$ cat src/rtl/sfp_sum_link_if.sv
// ---------------------------------------------------------------------------
// sfp_sum_link_if
// One direction of the inter-core sum link: a narrow beat channel.
//
// Handshake: a beat transfers on every rising clk edge where valid && ready.
// While valid is high and ready is low, the master holds data and valid
// stable. ready may depend combinationally on the slave's own state, never on
// valid.
//
// Signals
//   data   master -> slave  one beat of the partial sum (LSB beat first)
//   valid  master -> slave  data holds a beat
//   ready  slave  -> master slave accepts the beat this cycle
// ---------------------------------------------------------------------------
interface sfp_sum_link_if #(
   parameter int bw_link = 8
);
   logic [bw_link-1:0] data;
   logic               valid;
   logic               ready;

   modport master (output data, output valid, input ready);
   modport slave  (input data, input valid, output ready);
endinterface

$ cat src/rtl/sfp_sum_link.sv
// ---------------------------------------------------------------------------
// sfp_sum_link
// Exchanges the per-row absolute-value partial sum between the two cores.
// The TX side captures this core's final row sum on acc_done and sends it to
// the peer in bw_link-wide beats, LSB beat first. The RX side independently
// reassembles the peer's beats into peer_sum, which feeds this core's SFP row
// as its external sum. xchg_done rises once both directions are complete so
// the division phase only starts with both sums in place.
//
// Ports
//   clk, reset      single clock; asynchronous active-low reset
//   acc_done        one-cycle pulse, local_sum is final and gets captured
//   local_sum       this core's row sum
//   clear           one-cycle pulse, ends the exchange and rearms both sides
//                   (both cores clear in the same cycle)
//   tx              beat channel to the peer (master)
//   rx              beat channel from the peer (slave)
//   peer_sum        reassembled peer sum; keeps its value across clear
//   peer_sum_vld    peer_sum complete and stable
//   xchg_done       both directions complete (registered), held until clear
//   busy            TX sending or RX partially filled
//   err             sticky: acc_done seen while TX was not idle
//   tx_state_dbg    TX state: 0 = T_IDLE, 1 = T_SEND, 2 = T_DONE
//   rx_state_dbg    RX state: 0 = R_RECV, 1 = R_FULL
//   tx_cnt_dbg      beats sent in the current transfer
//   rx_cnt_dbg      beats received in the current sum
// ---------------------------------------------------------------------------
module sfp_sum_link #(
   parameter  int bw_psum_out = 24,
   // must divide bw_psum_out exactly
   parameter  int bw_link     = 8,
   localparam int beats       = bw_psum_out / bw_link,
   localparam int cnt_w       = (beats > 1) ? $clog2(beats) : 1
) (
   input  logic                   clk,
   input  logic                   reset,
   input  logic                   acc_done,
   input  logic [bw_psum_out-1:0] local_sum,
   input  logic                   clear,
   sfp_sum_link_if.master         tx,
   sfp_sum_link_if.slave          rx,
   output logic [bw_psum_out-1:0] peer_sum,
   output logic                   peer_sum_vld,
   output logic                   xchg_done,
   output logic                   busy,
   output logic                   err,
   output logic [1:0]             tx_state_dbg,
   output logic                   rx_state_dbg,
   output logic [cnt_w-1:0]       tx_cnt_dbg,
   output logic [cnt_w-1:0]       rx_cnt_dbg
);

   localparam logic [cnt_w-1:0] last_beat = cnt_w'(beats - 1);

   typedef enum logic [1:0] {
      T_IDLE = 2'd0,
      T_SEND = 2'd1,
      T_DONE = 2'd2
   } tx_state_t;

   typedef enum logic {
      R_RECV = 1'b0,
      R_FULL = 1'b1
   } rx_state_t;

   tx_state_t tx_state, tx_next;
   rx_state_t rx_state, rx_next;

   logic [bw_psum_out-1:0] shreg;
   logic [cnt_w-1:0]       tx_cnt;
   logic [cnt_w-1:0]       rx_cnt;
   logic                   xchg_q;
   logic                   err_q;

   logic capture;   // acc_done accepted in T_IDLE
   logic tx_hs;     // beat leaves this core this cycle
   logic rx_open;   // RX willing to take a beat this cycle
   logic rx_hs;     // beat arrives from the peer this cycle

   // clear beats acc_done: a capture racing a clear would leave TX in T_SEND
   // after the peer has already rearmed.
   assign capture = (tx_state == T_IDLE) && acc_done && !clear;
   assign tx_hs   = (tx_state == T_SEND) && tx.ready && !clear;
   // Gating with reset keeps ready low for the whole reset interval, not just
   // until the state register settles.
   assign rx_open = reset && (rx_state == R_RECV) && !clear;
   assign rx_hs   = rx_open && rx.valid;

   // -------------------------------------------------------------------------
   // State register
   // -------------------------------------------------------------------------
   always_ff @(posedge clk or negedge reset) begin
      if (!reset) begin
         tx_state <= T_IDLE;
         rx_state <= R_RECV;
      end else begin
         tx_state <= tx_next;
         rx_state <= rx_next;
      end
   end

   // -------------------------------------------------------------------------
   // Next-state logic
   // -------------------------------------------------------------------------
   always_comb begin
      tx_next = tx_state;
      case (tx_state)
         T_IDLE: begin
            if (capture) tx_next = T_SEND;
         end
         T_SEND: begin
            // clear aborts a transfer in flight
            if (clear)                             tx_next = T_IDLE;
            else if (tx_hs && tx_cnt == last_beat) tx_next = T_DONE;
         end
         T_DONE: begin
            if (clear) tx_next = T_IDLE;
         end
         default: tx_next = T_IDLE;
      endcase
   end

   always_comb begin
      rx_next = rx_state;
      case (rx_state)
         R_RECV: begin
            if (rx_hs && rx_cnt == last_beat) rx_next = R_FULL;
         end
         R_FULL: begin
            if (clear) rx_next = R_RECV;
         end
         default: rx_next = R_RECV;
      endcase
   end

   // -------------------------------------------------------------------------
   // Outputs
   // -------------------------------------------------------------------------
   always_comb begin
      tx.valid     = (tx_state == T_SEND);
      tx.data      = (tx_state == T_SEND) ? shreg[bw_link-1:0] : '0;
      rx.ready     = rx_open;
      peer_sum_vld = (rx_state == R_FULL);
      busy         = (tx_state == T_SEND) ||
                     ((rx_state == R_RECV) && (rx_cnt != '0));
      xchg_done    = xchg_q;
      err          = err_q;
      tx_state_dbg = tx_state;
      rx_state_dbg = rx_state;
      tx_cnt_dbg   = tx_cnt;
      rx_cnt_dbg   = rx_cnt;
   end

   // -------------------------------------------------------------------------
   // TX datapath: the sum shifts right one beat per handshake, so the beat on
   // the wire is always the low slice and stays put while the peer stalls.
   // -------------------------------------------------------------------------
   always_ff @(posedge clk or negedge reset) begin
      if (!reset) begin
         shreg  <= '0;
         tx_cnt <= '0;
      end else if (clear) begin
         tx_cnt <= '0;
      end else if (capture) begin
         shreg  <= local_sum;
         tx_cnt <= '0;
      end else if (tx_hs) begin
         shreg  <= shreg >> bw_link;
         tx_cnt <= tx_cnt + cnt_w'(1);
      end
   end

   // -------------------------------------------------------------------------
   // RX datapath: each accepted beat lands directly in its slice of peer_sum.
   // peer_sum is never cleared outside reset; only peer_sum_vld qualifies it.
   // -------------------------------------------------------------------------
   always_ff @(posedge clk or negedge reset) begin
      if (!reset) begin
         peer_sum <= '0;
         rx_cnt   <= '0;
      end else if (clear) begin
         rx_cnt <= '0;
      end else if (rx_hs) begin
         for (int i = 0; i < beats; i++) begin
            if (rx_cnt == cnt_w'(i)) peer_sum[i*bw_link +: bw_link] <= rx.data;
         end
         rx_cnt <= (rx_cnt == last_beat) ? '0 : rx_cnt + cnt_w'(1);
      end
   end

   // -------------------------------------------------------------------------
   // Completion and error flags
   // -------------------------------------------------------------------------
   always_ff @(posedge clk or negedge reset) begin
      if (!reset) begin
         xchg_q <= 1'b0;
         err_q  <= 1'b0;
      end else begin
         if (clear) xchg_q <= 1'b0;
         else if (tx_state == T_DONE && rx_state == R_FULL) xchg_q <= 1'b1;
         // A second acc_done would overwrite a sum already on the wire; it is
         // dropped and flagged instead.
         if (acc_done && !clear && tx_state != T_IDLE) err_q <= 1'b1;
      end
   end

endmodule
$ cat src/flat_wrapper.sv
// flat-port wrapper written by rule: the top's interface ports become plain ports
module sfp_sum_link_flat 
#(
   parameter  int bw_psum_out = 24,
                                     
   parameter  int bw_link     = 8,
   localparam int beats       = bw_psum_out / bw_link,
   localparam int cnt_w       = (beats > 1) ? $clog2(beats) : 1
)
  (clk, reset, acc_done, local_sum, clear, peer_sum, peer_sum_vld, xchg_done, busy, err, tx_state_dbg, rx_state_dbg, tx_cnt_dbg, rx_cnt_dbg, tx_data, tx_valid, tx_ready, rx_data, rx_valid, rx_ready);
  sfp_sum_link_if #(.bw_link(bw_link)) tx_i ();
  sfp_sum_link_if #(.bw_link(bw_link)) rx_i ();
  input  logic clk;
  input  logic reset;
  input  logic acc_done;
  input  logic [bw_psum_out-1:0] local_sum;
  input  logic clear;
  output logic [bw_psum_out-1:0] peer_sum;
  output logic peer_sum_vld;
  output logic xchg_done;
  output logic busy;
  output logic err;
  output logic [1:0] tx_state_dbg;
  output logic rx_state_dbg;
  output logic [cnt_w-1:0] tx_cnt_dbg;
  output logic [cnt_w-1:0] rx_cnt_dbg;
  output wire logic [$bits(tx_i.data)-1:0] tx_data;
  output wire logic [$bits(tx_i.valid)-1:0] tx_valid;
  input wire logic [$bits(tx_i.ready)-1:0] tx_ready;
  input wire logic [$bits(rx_i.data)-1:0] rx_data;
  input wire logic [$bits(rx_i.valid)-1:0] rx_valid;
  output wire logic [$bits(rx_i.ready)-1:0] rx_ready;
  assign tx_data = tx_i.data;
  assign tx_valid = tx_i.valid;
  assign tx_i.ready = tx_ready;
  assign rx_i.data = rx_data;
  assign rx_i.valid = rx_valid;
  assign rx_ready = rx_i.ready;
  sfp_sum_link #(.bw_psum_out(bw_psum_out), .bw_link(bw_link)) u_core (.clk(clk), .reset(reset), .acc_done(acc_done), .local_sum(local_sum), .clear(clear), .tx(tx_i), .rx(rx_i), .peer_sum(peer_sum), .peer_sum_vld(peer_sum_vld), .xchg_done(xchg_done), .busy(busy), .err(err), .tx_state_dbg(tx_state_dbg), .rx_state_dbg(rx_state_dbg), .tx_cnt_dbg(tx_cnt_dbg), .rx_cnt_dbg(rx_cnt_dbg));
endmodule
$ cat config.mk
export PLATFORM = sky130hd
export DESIGN_NAME = sfp_sum_link_flat
export DESIGN_NICKNAME = d
export VERILOG_FILES = /design/src/rtl/sfp_sum_link_if.sv /design/src/rtl/sfp_sum_link.sv /design/src/flat_wrapper.sv
export SDC_FILE = /design/constraint.sdc
export NUM_CORES = 1
export LEC_CHECK = 0
export ABC_AREA = 0
export CAP_MARGIN = 20
export CORE_MARGIN = 2
export CORE_UTILIZATION = 35
export DETAILED_ROUTE_END_ITERATION = 16
export GPL_ROUTABILITY_DRIVEN = 0
export PLACE_DENSITY_LB_ADDON = 0.05
export SLEW_MARGIN = 15
export SYNTH_ARGS = -nofsm -noshare
export SYNTH_HDL_FRONTEND = slang
export SYNTH_SLANG_ARGS = --single-unit
$ cat constraint.sdc
create_clock -name clk -period 4.8 [get_ports clk]
set_clock_uncertainty 0.15 [all_clocks]
set_input_delay 0.96 -clock clk [delete_from_list [all_inputs] [get_ports clk]]
set_output_delay 0.96 -clock clk [all_outputs]
set_load 0.005 [all_outputs]
# ---- Word-level counts from Yosys, hierarchy flattened
# Cells that the tools add are included.
dict set report totals {
  ff_bits 57
  input_bits 38
  output_inout_bits 45
}
dict set report op_classes {
  n_addsub 2
  eq_ne 8
  muxes 19
  bitwise 2
  reduce_logical 28
}
# cell n
set op_table {}
lappend op_table {{$mux W24} 2}
lappend op_table {{$mux W2} 10}
lappend op_table {{$logic_and A1 B1 Y1} 13}
lappend op_table {{$reduce_and A3 Y1} 4}
lappend op_table {{$reduce_bool A2 Y1} 5}
lappend op_table {{$mux W8} 1}
lappend op_table {{$eq A2 B2 Y1 const B} 3}
lappend op_table {{$pmux W2 S3} 1}
lappend op_table {{$add A2 B1 Y2 const B} 2}
lappend op_table {{$eq A2 B1 Y1 const B} 2}
lappend op_table {{$logic_not A2 Y1} 2}
lappend op_table {{$mux W1} 4}
lappend op_table {{$ne A3 B2 Y1 const B} 1}
lappend op_table {{$reduce_bool A3 Y1} 1}
lappend op_table {{$ne A2 B1 Y1 const B} 1}
lappend op_table {{$ne A2 B2 Y1 const B} 1}
lappend op_table {{$not A1 Y1} 2}
lappend op_table {{$pmux W1 S2} 1}
lappend op_table {{$reduce_and A2 Y1} 1}
lappend op_table {{$logic_not A1 Y1} 1}
lappend op_table {{$logic_or A1 B1 Y1} 1}

# ---- Depth between registers and ports, before layout
# Gate-level depths: netlist of the first run.
dict set report logic_depth {
  word_depth 7
  mapped_depth 5
}

# ---- Worst setup path after synthesis of the first run
# No wires, ideal clock.
dict set report synth_timing {
  path_kind {input port to output port}
  from {in clear}
  to {out rx_ready}
  arrival_time_ns 1.392
  t_required_ns 3.690
  setup_slack_ns 2.298
  stages 2
  path_buffers 1
  cell_sequence {clkbuf_1 -> nor3b_1}
}
dict set report synth_between {
  elab_chain_len 2
}
# element line_no
set synth_rtl {}
lappend synth_rtl {{from (decl)} flat_wrapper.sv:17} ;# input logic clear;
lappend synth_rtl {{$logic_not A1 Y1} sfp_sum_link.sv:86} ;# assign rx_open = reset && (rx_state == R_RECV) && !clear;
lappend synth_rtl {{$logic_and A1 B1 Y1} sfp_sum_link.sv:86}
lappend synth_rtl {{to (decl)} flat_wrapper.sv:32} ;# output wire logic [$bits(rx_i.ready)-1:0] rx_ready;
# Every way passes these cells.

# ---- Worst setup path after layout of the first run
# Same ends and word-level chain as after synthesis.

==> results of run 1 <==
state kept, by name, indices dropped and copies added, names as in the netlist:
| name | cells |
|---|---|
| u_core.err | 1 |
| u_core.peer_sum | 24 |
| u_core.xchg_done | 1 |
| u_core.tx_cnt_dbg | 2 |
| u_core.tx_state_dbg | 2 |
| u_core.shreg | 24 |
| u_core.rx_cnt_dbg | 2 |
| u_core.peer_sum_vld | 1 |
cells in the mapped netlist (all sizes together):
| library cell | n | area share |
|---|---|---|
| dfrtp | 57 | 0.59 |
| mux2 | 24 | 0.11 |
| a22o | 21 | 0.076 |
| a21o | 13 | 0.041 |
| and2 | 9 | 0.023 |
| buf | 7 | 0.019 |
| nand2 | 6 | 0.0094 |
| nor2 | 6 | 0.0094 |
| o21ai | 6 | 0.012 |
| nand2b | 4 | 0.010 |
| a21oi | 3 | 0.0062 |
| mux2i | 3 | 0.012 |
| nand3 | 3 | 0.0062 |
| clkbuf | 2 | 0.0031 |
| inv | 2 | 0.0031 |
| nand3b | 2 | 0.0062 |
| nor2b | 2 | 0.0052 |
| nor4bb | 2 | 0.0083 |
| o21bai | 2 | 0.0062 |
| a31oi | 1 | 0.0026 |
| and4bb | 1 | 0.0052 |
| ha | 1 | 0.0052 |
| nand4 | 1 | 0.0026 |
| nor3b | 1 | 0.0031 |
| nor4b | 1 | 0.0099 |
| o21ba | 1 | 0.0042 |
| or4b | 1 | 0.0042 |
layer usage:
layer  global-route usage  share of wire  vias to the layer above
li1                     -              -                      842
met1                0.216           0.50                      844
met2                0.208           0.44                       48
met3               0.0389          0.051                        6
met4               0.0724          0.011                        0
met5                    0              0                        -
area by class of cell:
| class | instances | share of cell area |
|---|---|---|
| multi-input combinational | 114 | 0.265 |
| tap | 80 | 0.0284 |
| clock inverter | 6 | 0.0234 |
| clock buffer | 10 | 0.0362 |
| inverter | 2 | 0.00213 |
| sequential | 57 | 0.405 |
| timing repair buffer | 86 | 0.240 |
through the flow:
step	area, um^2	std cells	util	total power, mW	setup slack [ns]
4_1_cts	3520	355	0.525	1.41	1.14
6_report	3520	355	0.525	1.39	1.14
5_1_grt	3520	355	0.525	1.46	1.03
3_3_place_gp	3310	339	0.493	0.924	1.15
2_1_floorplan	2410	182	-	0.741	2.30
3_5_place_dp	3310	339	0.493	0.928	1.13
final timing paths:
path / from / end / slack [ns] / cells past startpoint
worst max-delay path: clear / rx_ready / 1.14 / 3
worst min-delay path: u_core.shreg[2] / u_core.shreg[2] / 0.32 / 1
worst max register to register: u_core.tx_state_dbg[0] / u_core.shreg[18] / 2.64 / 5
worst min register to register: u_core.shreg[2] / u_core.shreg[2] / 0.32 / 1
max in group asynchronous: reset / u_core.tx_state_dbg[1] / 3.19 / 2
min in group asynchronous: reset / u_core.peer_sum[22] / 0.41 / 1
cells by family (layout without fill, tap and decap cells):
group | Yosys count | count (layout)
DFF | 57 | 57
AOI/OAI and AO/OA | 47 | 47
and+or+nand+nor | 39 | 39
muxes | 27 | 27
buffers and inverters | 11 | 104
adders and majority gates | 1 | 1
power by group through the flow:
stage	Sequential, mW	Combinational (mW)	Clock [mW]
4_1_cts	0.621	0.300	0.488
5_1_grt	0.631	0.322	0.511
2_1_floorplan	0.623	0.118	0
3_3_place_gp	0.628	0.296	0
3_5_place_dp	0.629	0.299	0
6_report	0.621	0.295	0.471
==> flow_summary.yaml, run 1 <==
run_status:
  status: "complete, no violations"
place:
  portBuffers: 82
  dp.final_hpwl_um: 3670
die:
  coreArea_um2: 6720
  io_pins: 83
  start_util: 0.358
  fp.dieW_um: 86.9
  die-area_um2: 7560
  die_h_um: 86.9
  rows: 30
grt:
  gr-total-overflow: 0
  grt_max_degree: 45
  grt_pass1_wl_um: 8500
  grt_pass1_vias: 1666
  antenna_found_initial: 0
  grt_use_total: 0.150
power:
  swShare: 0.235
  seq_power_share: 0.448
  leakagePower_nw: 1.60
  p_int_mw: 1.06
  combPwrFrac: 0.213
  vdd_drop_max_uv: 192
  power_per_cell_area_nw_per_um2: 393
  pwr-share-clk: 0.340
  switchingPower_mw: 0.326
sta:
  finalHoldWorstSlack_ns: 0.320
  period_needed_ns: 3.66
  finalMaxSlewViolations: 0
  fmax_ghz: 0.273
  hold_viol_final: 0
  post-route-period-util: 0.763
  setup_viol: 0
  worst_pin_slew_ns: 0.909
  rsz0062_at_grt: "no"
  tns_ns: 0
  slew_headroom: 0.392
drt:
  wl_per_cell_um: 15.0
  drt_iter0_markers: 75
  drc: 0
  firstDrtPassIters: 5
  routed_wl_um: 5330
  detail-route-antenna-nets: 0
  avgViaCountPerCell: 4.90
  dr_total_vias: 1740
worst_setup_path:
  slowest_delay_ns: 0.69
  crit_chain: "clkdlybuf4s50_1, nor3b_1, clkdlybuf4s50_1"
  cpMostUsedCell: "clkdlybuf4s50_1"
  cp-start-kind: "primary input"
  cp_num_buf_inv: 2
  crit_type: "primary input to output port"
  slowest_stage: "clkdlybuf4s50_1"
  crit_family: "buffers and inverters"
  endpoint_kind: "output port"
  worstPathArrival_ns: 2.55
  required_ns: 3.69
  critPathMaxFanout: 15
synthesis:
  synth_compound_area_frac: 0.149
  synth.distinct_cells: 30
  ys_seq_elements: 57
  syn_nets: 221
  synth.cell_area_um2: 2410
  synth_fa_ha_area_frac: 0.00520
  synth_top_family_by_area: "compound AO/OA/AOI/OAI gates"
  synth-xor-area-share: 0
  yosys.area_share.simple: 0.103
  yosys_warnings: 0
  synthCells: 182
  synth_seq_area_share: 0.593
  syn_avg_cell_area_um2: 13.2
  synth.area.mux_share: 0.125
run:
  maxCapViolCount: 0
clock_network:
  htreeDepth: 3
  hold_buffers: 0
  clk_latency_ns: 0.31
  root_buffer: "clkbuf_8"
  cts_setup_buffers: 0
  cts_repair_resize_count: 0
  clockBufferDepth: 2
  cts.sinks: 57
  cts_tree: "yes"
  cts.clk_slew.worst_paths_ns: 0.06
  cts_buffers: 9
layout:
  regArea_um2: 1430
  fillCellCount: 602
  multiInputGateArea_um2: 935
  syn_to_final_growth_pct: 46.4
  final_common_cell: "clkdlybuf4s50_1"
  fin_nets: 309
  n_antenna_cell: 0
  drive_gt1_frac: 0.175
  layout_common_cells: "clkdlybuf4s50_1, dfrtp_1, mux2_2, a22o_1, a21o_1"
hold_path:
  hold_path_class: "flip-flop to flip-flop"
Power figures use the tool's default switching activity.
==> run 2: changes to the inputs <==
Clock period 4.8 ns to 3.07 ns, I/O delays scaled along.
==> flow_summary.yaml, run 2 (synthesis gave the netlist of run 1 again) <==
sta:
  rsz0062_at_grt: "no"
  setup_viol: 0
  period_needed_ns: 2.67
  worst_pin_slew_ns: 0.542
  tns_ns: 0
  slew_headroom: 0.638
  post-route-period-util: 0.868
  finalMaxSlewViolations: 0
  hold_viol_final: 0
  setup_slack_ns: 0.404
  fmax_ghz: 0.375
die:
  fp.dieW_um: 86.9
  io_pins: 83
  die-area_um2: 7560
  die_h_um: 86.9
  coreArea_um2: 6720
  start_util: 0.358
  rows: 30
place:
  dpl_worst_slack_ns: 0.441
  dp.final_hpwl_um: 3780
  portBuffers: 82
power:
  power_per_cell_area_nw_per_um2: 598
  leakagePower_nw: 1.61
  vdd_drop_max_uv: 315
clock_network:
  cts_setup_buffers: 0
  htreeDepth: 3
  hold_buffers: 0
  clk_latency_ns: 0.33
  cts_buffers: 9
  cts.clk_slew.worst_paths_ns: 0.07
  cts_repair_resize_count: 0
  root_buffer: "clkbuf_8"
  cts_tree: "yes"
  clockBufferDepth: 2
  cts.sinks: 57
hold_path:
  hold_path_class: "primary input to asynchronous set/reset pin"
worst_setup_path:
  slowest_delay_ns: 0.53
  cp-start-kind: "flip-flop"
  r2r_start: "u_core.peer_sum_vld"
  reg2reg_to: "u_core.peer_sum[17]"
  required_ns: 2.31
  critPathMaxFanout: 9
  worstPathArrival_ns: 1.90
  slowest_stage: "clkdlybuf4s50_1"
  crit_type: "flip-flop to output port"
  crit_chain: "nor2b_1, buf_4, and2_1, clkdlybuf4s50_1"
  rrSetupSlack_ns: 1.20
  reg2reg_depth: 3
  crit_family: "buffers and inverters"
  endpoint_kind: "output port"
  cp_num_buf_inv: 2
drt:
  routed_wl_um: 5360
  wl_per_cell_um: 14.9
  firstDrtPassIters: 4
  detail-route-antenna-nets: 0
  avgViaCountPerCell: 4.96
  dr_total_vias: 1785
  drt_iter0_markers: 76
  drc: 0
run_status:
  status: "complete, no violations"
grt:
  grt_pass1_vias: 1753
  grt_use_total: 0.151
  gr-total-overflow: 0
  antenna_found_initial: 0
  grt_pass1_wl_um: 8610
  grt_max_degree: 41
layout:
  reg_top3: "u_core.peer_sum x24, u_core.shreg x24"
  n_antenna_cell: 0
  fin_nets: 314
  layout_common_cells: "clkdlybuf4s50_1, dfrtp_1, mux2_2, a22o_1, a21o_1"
  final_common_cell: "clkdlybuf4s50_1"
  drive_gt1_frac: 0.189
  syn_to_final_growth_pct: 47.4
run:
  maxCapViolCount: 0
==> run 2: through the flow <==
step / power, mW / area, um^2 / hold slack (ns) / std cells / util
after floorplan: 1.16 / 2410 / 0.168 / 182 / -
after detailed placement: 1.46 / 3350 / 0.307 / 344 / 0.499
final: 2.12 / 3550 / 0.126 / 360 / 0.528
after CTS: 2.16 / 3550 / 0.120 / 360 / 0.528
after global placement: 1.45 / 3350 / 0.302 / 344 / 0.499
after global routing: 2.24 / 3550 / 0.135 / 360 / 0.528
==> run 2: area by class of cell <==
class | instances | area, um^2
sequential | 57 | 1430
tap | 80 | 100
multi-input combinational | 114 | 935
inverter | 2 | 7.51
clock inverter | 5 | 55.1
fill | 633 | 3170
clock buffer | 11 | 141
timing repair buffer | 91 | 883
==> run 2: where the power goes <==
group	internal, mW	switching (mW)	leakage [nW]	total (mW)
logic	0.320	0.150	0.789	0.470
registers	0.893	0.0781	0.725	0.971
clock network	0.394	0.286	0.0953	0.680
==> run 2: how the worst max path moves through the flow <==
stage | start | end | slack [ns] | cells after the start
after floorplan | u_core.tx_state_dbg[0] | tx_data[0] | 1.19 | 3
after global placement | clear | rx_ready | 0.47 | 3
after detailed placement | clear | rx_ready | 0.44 | 3
after CTS | u_core.tx_state_dbg[0] | tx_data[5] | 0.35 | 4
after global routing | u_core.tx_state_dbg[0] | tx_data[5] | 0.28 | 4
final | u_core.tx_state_dbg[0] | tx_data[5] | 0.40 | 4
==> run 2: metal layers <==
| metal | wire (um) | vias to the layer above | GRT usage | share of wire |
|---|---|---|---|---|
| li1 | - | 848 | - | - |
| met1 | 2610 | 874 | 0.212 | 0.49 |
| met2 | 2430 | 58 | 0.217 | 0.45 |
| met3 | 269 | 5 | 0.0445 | 0.050 |
| met4 | 45 | 0 | 0.0639 | 0.0084 |
| met5 | 0 | - | 0 | 0 |
